`config.mk`:
```
export PLATFORM = sky130hd
export DESIGN_NAME = note_chart_feeder_flat
export DESIGN_NICKNAME = d
export VERILOG_FILES = /design/src/rtl/note_chart_feeder_if.sv /design/src/rtl/note_chart_feeder.sv /design/src/flat_wrapper.sv
export SDC_FILE = /design/constraint.sdc
export NUM_CORES = 1
export LEC_CHECK = 0
export ABC_AREA = 1
export BUFFER_PORTS_ARGS = -buffer_cell sky130_fd_sc_hd__buf_2
export CAP_MARGIN = 10
export CORE_MARGIN = 3
export CORE_UTILIZATION = 51
export CTS_CLUSTER_DIAMETER = 200
export DETAILED_ROUTE_END_ITERATION = 8
export PLACE_DENSITY = 0.77
export SLEW_MARGIN = 10
export SYNTH_ARGS = -nofsm -noshare
export SYNTH_HDL_FRONTEND = slang
export SYNTH_SLANG_ARGS = --single-unit
```
`constraint.sdc`:
```
create_clock -name clk -period 1.6 [get_ports clk]
set_clock_uncertainty 0.15 [all_clocks]
set_input_delay 0.24 -clock clk [delete_from_list [all_inputs] [get_ports clk]]
set_output_delay 0.24 -clock clk [all_outputs]
set_load 0.01 [all_outputs]
```
`src/rtl/note_chart_feeder_if.sv`:
```
// Bundle of control, chart-ROM and fret-write signals around note_chart_feeder.
// The slave modport is the feeder side; the master modport is the surrounding system.
interface note_chart_feeder_if #(
  parameter int ADDR_W = 10
);
  logic              start;
  logic              stop;
  logic              pause;
  logic              frame_tick;
  logic [ADDR_W-1:0] rom_addr;
  logic [23:0]       rom_data;
  logic              write;
  logic [31:0]       data_in;
  logic              busy;
  logic              done;

  modport master (
    output start, stop, pause, frame_tick, rom_data,
    input  rom_addr, write, data_in, busy, done
  );

  modport slave (
    input  start, stop, pause, frame_tick, rom_data,
    output rom_addr, write, data_in, busy, done
  );
endinterface

```
`src/rtl/note_chart_feeder.sv`:
```
// Chart sequencer: walks the note-chart ROM, waits per-entry frame delays and strobes note words to fret.
// Optional CHART_LOOP_EN: end of chart wraps to entry 0 instead of stopping in DONE.
module note_chart_feeder #(
  parameter int ADDR_W    = 10,
  parameter int CHART_LEN = 1024
) (
  input logic                clk,
  input logic                Reset,
  note_chart_feeder_if.slave bus
);
  localparam logic [2:0] IDLE  = 3'd0;
  localparam logic [2:0] FETCH = 3'd1;
  localparam logic [2:0] LOAD  = 3'd2;
  localparam logic [2:0] DELAY = 3'd3;
  localparam logic [2:0] EMIT  = 3'd4;
  localparam logic [2:0] DONE  = 3'd5;

  localparam logic [ADDR_W-1:0] LAST_ADDR = ADDR_W'(CHART_LEN - 1);

`ifdef CHART_LOOP_EN
  localparam logic [2:0] END_STATE = FETCH;
`else
  localparam logic [2:0] END_STATE = DONE;
`endif

  logic [2:0]        state;
  logic [ADDR_W-1:0] rom_addr;
  logic [15:0]       idx;
  logic [7:0]        cnt;
  logic [7:0]        hold;
  logic [4:0]        lane;
  logic              write;
  logic [31:0]       data_in;

  // write/data_in are registered on the edge that enters EMIT, so write is high exactly while in EMIT
  always_ff @(posedge clk) begin
    if (Reset) begin
      state    <= IDLE;
      rom_addr <= '0;
      idx      <= '0;
      cnt      <= '0;
      hold     <= '0;
      lane     <= '0;
      write    <= 1'b0;
      data_in  <= '0;
    end else begin
      write <= 1'b0;
      if (bus.stop) begin
        state    <= IDLE;
        rom_addr <= '0;
        idx      <= '0;
        cnt      <= '0;
      end else begin
        case (state)
          IDLE, DONE: begin
            if (bus.start) begin
              state    <= FETCH;
              rom_addr <= '0;
              idx      <= '0;
            end
          end
          FETCH: state <= LOAD;
          LOAD: begin
            lane <= bus.rom_data[4:0];
            hold <= bus.rom_data[15:8];
            if (bus.rom_data == '0) begin
              state <= END_STATE;
`ifdef CHART_LOOP_EN
              rom_addr <= '0;
`endif
            end else if (bus.rom_data[23:16] == 8'd0) begin
              state   <= EMIT;
              write   <= 1'b1;
              data_in <= {idx, bus.rom_data[15:8], 3'b000, bus.rom_data[4:0]};
            end else begin
              state <= DELAY;
              cnt   <= bus.rom_data[23:16];
            end
          end
          DELAY: begin
            if (bus.frame_tick && !bus.pause) begin
              cnt <= cnt - 8'd1;
              if (cnt == 8'd1) begin
                state   <= EMIT;
                write   <= 1'b1;
                data_in <= {idx, hold, 3'b000, lane};
              end
            end
          end
          EMIT: begin
            idx <= idx + 16'd1;
            if (rom_addr == LAST_ADDR) begin
              state <= END_STATE;
`ifdef CHART_LOOP_EN
              rom_addr <= '0;
`endif
            end else begin
              state    <= FETCH;
              rom_addr <= rom_addr + 1'b1;
            end
          end
          default: state <= IDLE;
        endcase
      end
    end
  end

  assign bus.rom_addr = rom_addr;
  assign bus.write    = write;
  assign bus.data_in  = data_in;
  assign bus.busy     = (state != IDLE) && (state != DONE);
  assign bus.done     = (state == DONE);
endmodule

```
`src/flat_wrapper.sv`:
```
// flat-port wrapper written by rule: the top's interface ports become plain ports
module note_chart_feeder_flat 
#(
  parameter int ADDR_W    = 10,
  parameter int CHART_LEN = 1024
)
  (clk, Reset, bus_start, bus_stop, bus_pause, bus_frame_tick, bus_rom_data, bus_rom_addr, bus_write, bus_data_in, bus_busy, bus_done);
  note_chart_feeder_if #(.ADDR_W(ADDR_W)) bus_i ();
  input logic clk;
  input logic Reset;
  input wire logic [$bits(bus_i.start)-1:0] bus_start;
  input wire logic [$bits(bus_i.stop)-1:0] bus_stop;
  input wire logic [$bits(bus_i.pause)-1:0] bus_pause;
  input wire logic [$bits(bus_i.frame_tick)-1:0] bus_frame_tick;
  input wire logic [$bits(bus_i.rom_data)-1:0] bus_rom_data;
  output wire logic [$bits(bus_i.rom_addr)-1:0] bus_rom_addr;
  output wire logic [$bits(bus_i.write)-1:0] bus_write;
  output wire logic [$bits(bus_i.data_in)-1:0] bus_data_in;
  output wire logic [$bits(bus_i.busy)-1:0] bus_busy;
  output wire logic [$bits(bus_i.done)-1:0] bus_done;
  assign bus_i.start = bus_start;
  assign bus_i.stop = bus_stop;
  assign bus_i.pause = bus_pause;
  assign bus_i.frame_tick = bus_frame_tick;
  assign bus_i.rom_data = bus_rom_data;
  assign bus_rom_addr = bus_i.rom_addr;
  assign bus_write = bus_i.write;
  assign bus_data_in = bus_i.data_in;
  assign bus_busy = bus_i.busy;
  assign bus_done = bus_i.done;
  note_chart_feeder #(.ADDR_W(ADDR_W), .CHART_LEN(CHART_LEN)) u_core (.clk(clk), .Reset(Reset), .bus(bus_i));
endmodule
```
== Word level (Yosys, flattened, before mapping) ==
Cells that the tools add are included.
Operators by class
  bitwise logic cells: 1
  add/sub/neg operators: 3
  equality and inequality tests: 15
  reductions and logical operators: 17
  multiplexer cells: 26
Operators by type and width (count)
  two-way mux 32 bit: 4
  one-hot mux 32 bit (2 select lines): 1
  one-hot mux 16 bit (2 select lines): 1
  zero test 24 bit: 1
  two-way mux 8 bit: 3
  two-way mux 10 bit: 2
  one-hot mux 10 bit (2 select lines): 1
  two-way mux 3 bit: 6
  adder 16 x 1 -> 16 bit, second input constant: 1
  two-way mux 16 bit: 1
  one-hot mux 8 bit (2 select lines): 1
  one-hot mux 3 bit (5 select lines): 1
  adder 10 x 1 -> 10 bit, second input constant: 1
  == test 10 bit, second input constant: 1
  == test 8 x 1 -> 1 bit, second input constant: 1
  zero test 8 bit: 1
  inequality test 2 bit, second input constant: 4
  subtractor 8 x 1 -> 8 bit, second input constant: 1
  == test 3 x 2 -> 1 bit, second input constant: 2
  == test 3 bit, second input constant: 2
  inequality test 2 x 1 -> 1 bit, second input constant: 3
  AND reduction 3 bit: 2
  AND reduction 6 bit: 1
  two-way mux 1 bit: 4
  other kinds (12): 16
Word-level totals
  bits in registers: 83
  input bits: 30
  output and inout bits: 45
  logic and storage cells: 70

== Longest topological paths before layout ==
  depth in word-level cells: 4
  gate-level depth with buffers: 12
  mapped depth without buffers: 11

== Least setup slack after synthesis ==
No wires, ideal clock.
  path kind: register to register
  from: register u_core.cnt[1]
  to: register u_core.data_in[19] (netlist: u_core.bus.data_in[19])
  clock period less this slack: 1699 ps
  cell stages (with the launch flop): 13
  data required time: 1335 ps
  path buffers: 1
  arrival time: 1434 ps
  library setup time: 115 ps
  slack: -99 ps
  path through: dfxtp_1 > inv_1 > ha_1 > inv_1 > nor2_1 > nand2_1 > nor2_2 > nor2_8 > nor2_4 > buf_6 > nand3_2 > nand2_1 > nor2_1
Between the ends
  cells in the longest elaborated chain, start to end: 3
RTL lines
  start, declared: line note_chart_feeder.sv:29  | logic [7:0] cnt;
  start signal, assigned: line note_chart_feeder.sv:77  | cnt <= bus.rom_data[23:16];
  start signal, assigned: line note_chart_feeder.sv:82  | cnt <= cnt - 8'd1;
  == test 8 x 1 -> 1 bit: line note_chart_feeder.sv:83  | if (cnt == 8'd1) begin
  inequality test 2 x 1 -> 1 bit (no line)
  AND reduction 6 bit (no line)
  end signal, assigned: line note_chart_feeder.sv:74  | data_in <= {idx, bus.rom_data[15:8], 3'b000, bus.rom_data[4:0]};
  end signal, assigned: line note_chart_feeder.sv:86  | data_in <= {idx, hold, 3'b000, lane};
  end, declared: line note_chart_feeder.sv:33  | logic [31:0] data_in;
No other way between the ends.
A chain may end at the register's enable or synchronous reset.

== Worst setup path in the final report ==
  from: register u_core.cnt[1]
  to: register u_core.data_in[1] (netlist: u_core.bus.data_in[1])
The elaborated chain is that of the path after synthesis.

==> key figures <==
Pwr
  – Clock power frac: 43.5%
  – Pwr/cell area: 710 nW/um2
  – Sw Ratio: 23.9%
  – Flop pwr share: 44.7%
  – Pint: 3.46 mW
  – Comb pwr share: 11.8%
  – Static Leakage: 2.78 nW
  – Switching pwr: 1.09 mW
  – Worst VDD drop: 0.000532 V

Floorplan
  – Cell Rows: 32
  – Die H: 97.6 um
  – I/O Pins: 75
  – Die Wd: 97.6 um
  – Die footprint: 9520 um2
  – Core ar.: 7930 um2
  – Initial Util: 53.9%

Flow run
  – MaxCap Viol Count: 0

Timing
  – Setup-failing EPs final: 54
  – Max Slew Vio Count: 0
  – Final TNS setup: -7.32 ns
  – Final hold vios: 0
  – Final Cycle Share: 115%
  – Crit path time final: 1.84 ns
  – Fmax: 545 MHz
  – RSZ-0062 raised after global routing: yes
  – Setup WS post-layout: -0.236 ns

Clock network
  – Clock Sinks: 80
  – Worst-path clk slew: 0.08 ns
  – CTS Hold Buffers Added: 0
  – Clock Latency Late Sink: 0.36 ns
  – Htree depth: 3
  – CTS buffer count: 9
  – CTS tree: built
  – Clk root buf: clkbuf_8
  – Clock buffer depth: 2

Route
  – Antenna Nets Post-Route: 0
  – M1 WL: 5690 um
  – Routed len/inst: 15.8 um
  – Uppermost layer routed: met4
  – DRC: 0
  – Drt via density: 5.63
  – Met2 routed WL: 7160 um
  – Via Count: 5202
  – WL met3: 1090 um
  – WL final: 14600 um
  – 1st-pass router iterations: 6
  – Initial DRC Count: 402

Layout
  – Synth-to-layout area growth: 49.9%
  – Filler cells: 508
  – Commonest non-fill, non-tap cells in the layout: nand2_1, nor2_1, buf_4, buf_2, dfxtp_1
  – Footprint of the multi-input gates: 2680 um2
  – Ant diodes: 0
  – Layout Nets: 851
  – Reg area: 1620 um2
  – Ratio of cells with drive above 1 in the final layout: 37.1%
  – Most common cell after layout, fill and taps aside: nand2_1
  – Post-Layout Cell Count: 924

Hold path
  – Worst Hold Class: in2reg

Logic synthesis
  – Synth cell types: 39
  – Synth Cell Area: 4280 um2
  – Sequential area share after synthesis: 37.4%
  – Mean post-synth cell area: 6.64 um2
  – Synthesis-stage register bit count: 80
  – Warnings from Yosys: 0
  – Post-Syn Instances: 644

Placement
  – Port Buffers: 71
  – Pre-CTS setup slack: -0.110 ns
  – Placed Instances: 873
  – Routability Congestion: 0.891
  – HPWL Detailed: 8050 um

Global route
  – Initial antenna violation count: 0
  – Largest net degree at the start of global routing: 43
  – First-pass GRT wire length: 19700 um
  – Congestion Overflow GR: 0
  – Total GRT Usage: 24.5%
  – Number of global-route vias before repair: 4473

Critical path
  – Critical path startpoint category: flip-flop
  – CP required: 1.70 ns
  – CP peak stage delay: 0.33 ns
  – Worst Setup End Kind: flip-flop
  – Max FO, Critical Path: 21
  – Buf+Inv Stages, Crit Path: 3
  – Arrival @ worst endpoint: 1.94 ns
  – Setup CP Type: reg2reg
  – Cell Chain, Critical Path: inv_2 -> ha_4 -> inv_2 -> nor2_1 -> nand2_1 -> nor2_4 -> nor2_8 -> nor2_4 -> buf_12 -> nand3b_1 -> nand2_1 -> nor2_1
  – Cell family with most CP delay: simple AND/OR/NAND/NOR gates
  – Critical path's slowest cell: dfxtp_2

Outcome
  – Status: complete, but fails checks
  – Failing checks: negative setup slack
## per-layer routing
metal,track usage (%),vias up
met5,0,-
met1,30.7,2389
li1,-,2438
met3,4.88,77
met4,9.48,0
met2,41.4,298
## cell usage after synthesis (all sizes together)
master | n | area (um2)
a211oi | 1 | 7.51
a21oi | 68 | 352
a22oi | 1 | 7.51
a31oi | 1 | 6.26
buf | 19 | 128
clkbuf | 10 | 37.5
conb | 1 | 3.75
dfxtp | 80 | 1600
ha | 4 | 50.1
inv | 48 | 183
mux2i | 1 | 10.0
nand2 | 167 | 639
nand3 | 36 | 230
nand3b | 14 | 105
nand4 | 9 | 56.3
nor2 | 125 | 534
nor3 | 5 | 30.0
o211ai | 2 | 15.0
o21ai | 45 | 229
o21bai | 1 | 7.51
o22ai | 1 | 6.26
o31ai | 1 | 7.51
or2 | 2 | 12.5
xnor2 | 2 | 17.5
## power groups by stage
stage          registers (mW)  clock network (mW)  logic [mW]
3_3_place_gp             2.08                   0       0.407
6_report                 2.03                1.98       0.535
2_1_floorplan            2.09                   0       0.217
5_1_grt                  2.04                2.06       0.577
4_1_cts                  2.03                1.97       0.437
3_5_place_dp             2.08                   0       0.415
## tightest hold or removal path, delay by kind of cell
kind / cells / cell delay [ns]
buffers and inverters: 1 / 0.11
and+or+nand+nor: 2 / 0.14
## registers in the layout, indices dropped and copies added (netlist names)
name	flops
u_core.hold	8
u_core.bus.data_in	29
u_core.bus.rom_addr	10
u_core.idx	16
u_core.cnt	8
u_core.bus.write	1
u_core.state	3
u_core.lane	5
## path summary, 6_finish.rpt
| kind | startpoint | end | slack (ns) | cells after the start |
|---|---|---|---|---|
| min | bus_rom_data[13] | u_core.hold[5] | 0.01 | 3 |
| max | u_core.cnt[1] | u_core.bus.data_in[1] | -0.24 | 12 |
| min reg2reg | u_core.bus.data_in[29] | u_core.bus.data_in[29] | 0.32 | 2 |
| max reg2reg | u_core.cnt[1] | u_core.bus.data_in[1] | -0.24 | 12 |
## cell families after synthesis
kind of cell | Yosys count | share of synthesized area, %
adder cells (fa/ha/maj) | 4 | 1.17
AND/OR/NAND/NOR | 358 | 37.6
XOR/XNOR | 2 | 0.410
other | 1 | 0.0877
buffers and inverters | 77 | 8.13
multiplexers | 1 | 0.234
AO/OA/AOI/OAI | 121 | 14.9
flip-flops | 80 | 37.4
## cell type report
type / instances / area share (%)
tap: 102 / 1.99
clock buffer: 11 / 2.05
inverter: 48 / 3.12
clock inverter: 5 / 2.01
sequential: 80 / 25.3
timing repair buffer: 188 / 23.7
multi-input combinational: 490 / 41.8
## stage by stage
stage | power, mW | area [um2] | util, % | hold slack [ns]
floorplan | 2.30 | 4300 | - | 0.225
CTS | 4.44 | 5770 | 72.7 | 0.0106
global route | 4.68 | 6410 | 80.9 | 0.0529
detailed placement | 2.50 | 5320 | 67.0 | 0.315
global placement | 2.49 | 5320 | 67.0 | 0.305
finish | 4.55 | 6410 | 80.9 | 0.0142
## what timing repair did
item                       4_1_cts  5_1_grt
setup endpoints to repair       64       74
pin swaps                       10       54
gates resized for setup         29       98
buffers inserted                 7       21
gates cloned                     2        5
hold endpoints to repair         0        0
Note: power is estimated with default switching activity, not from simulation.
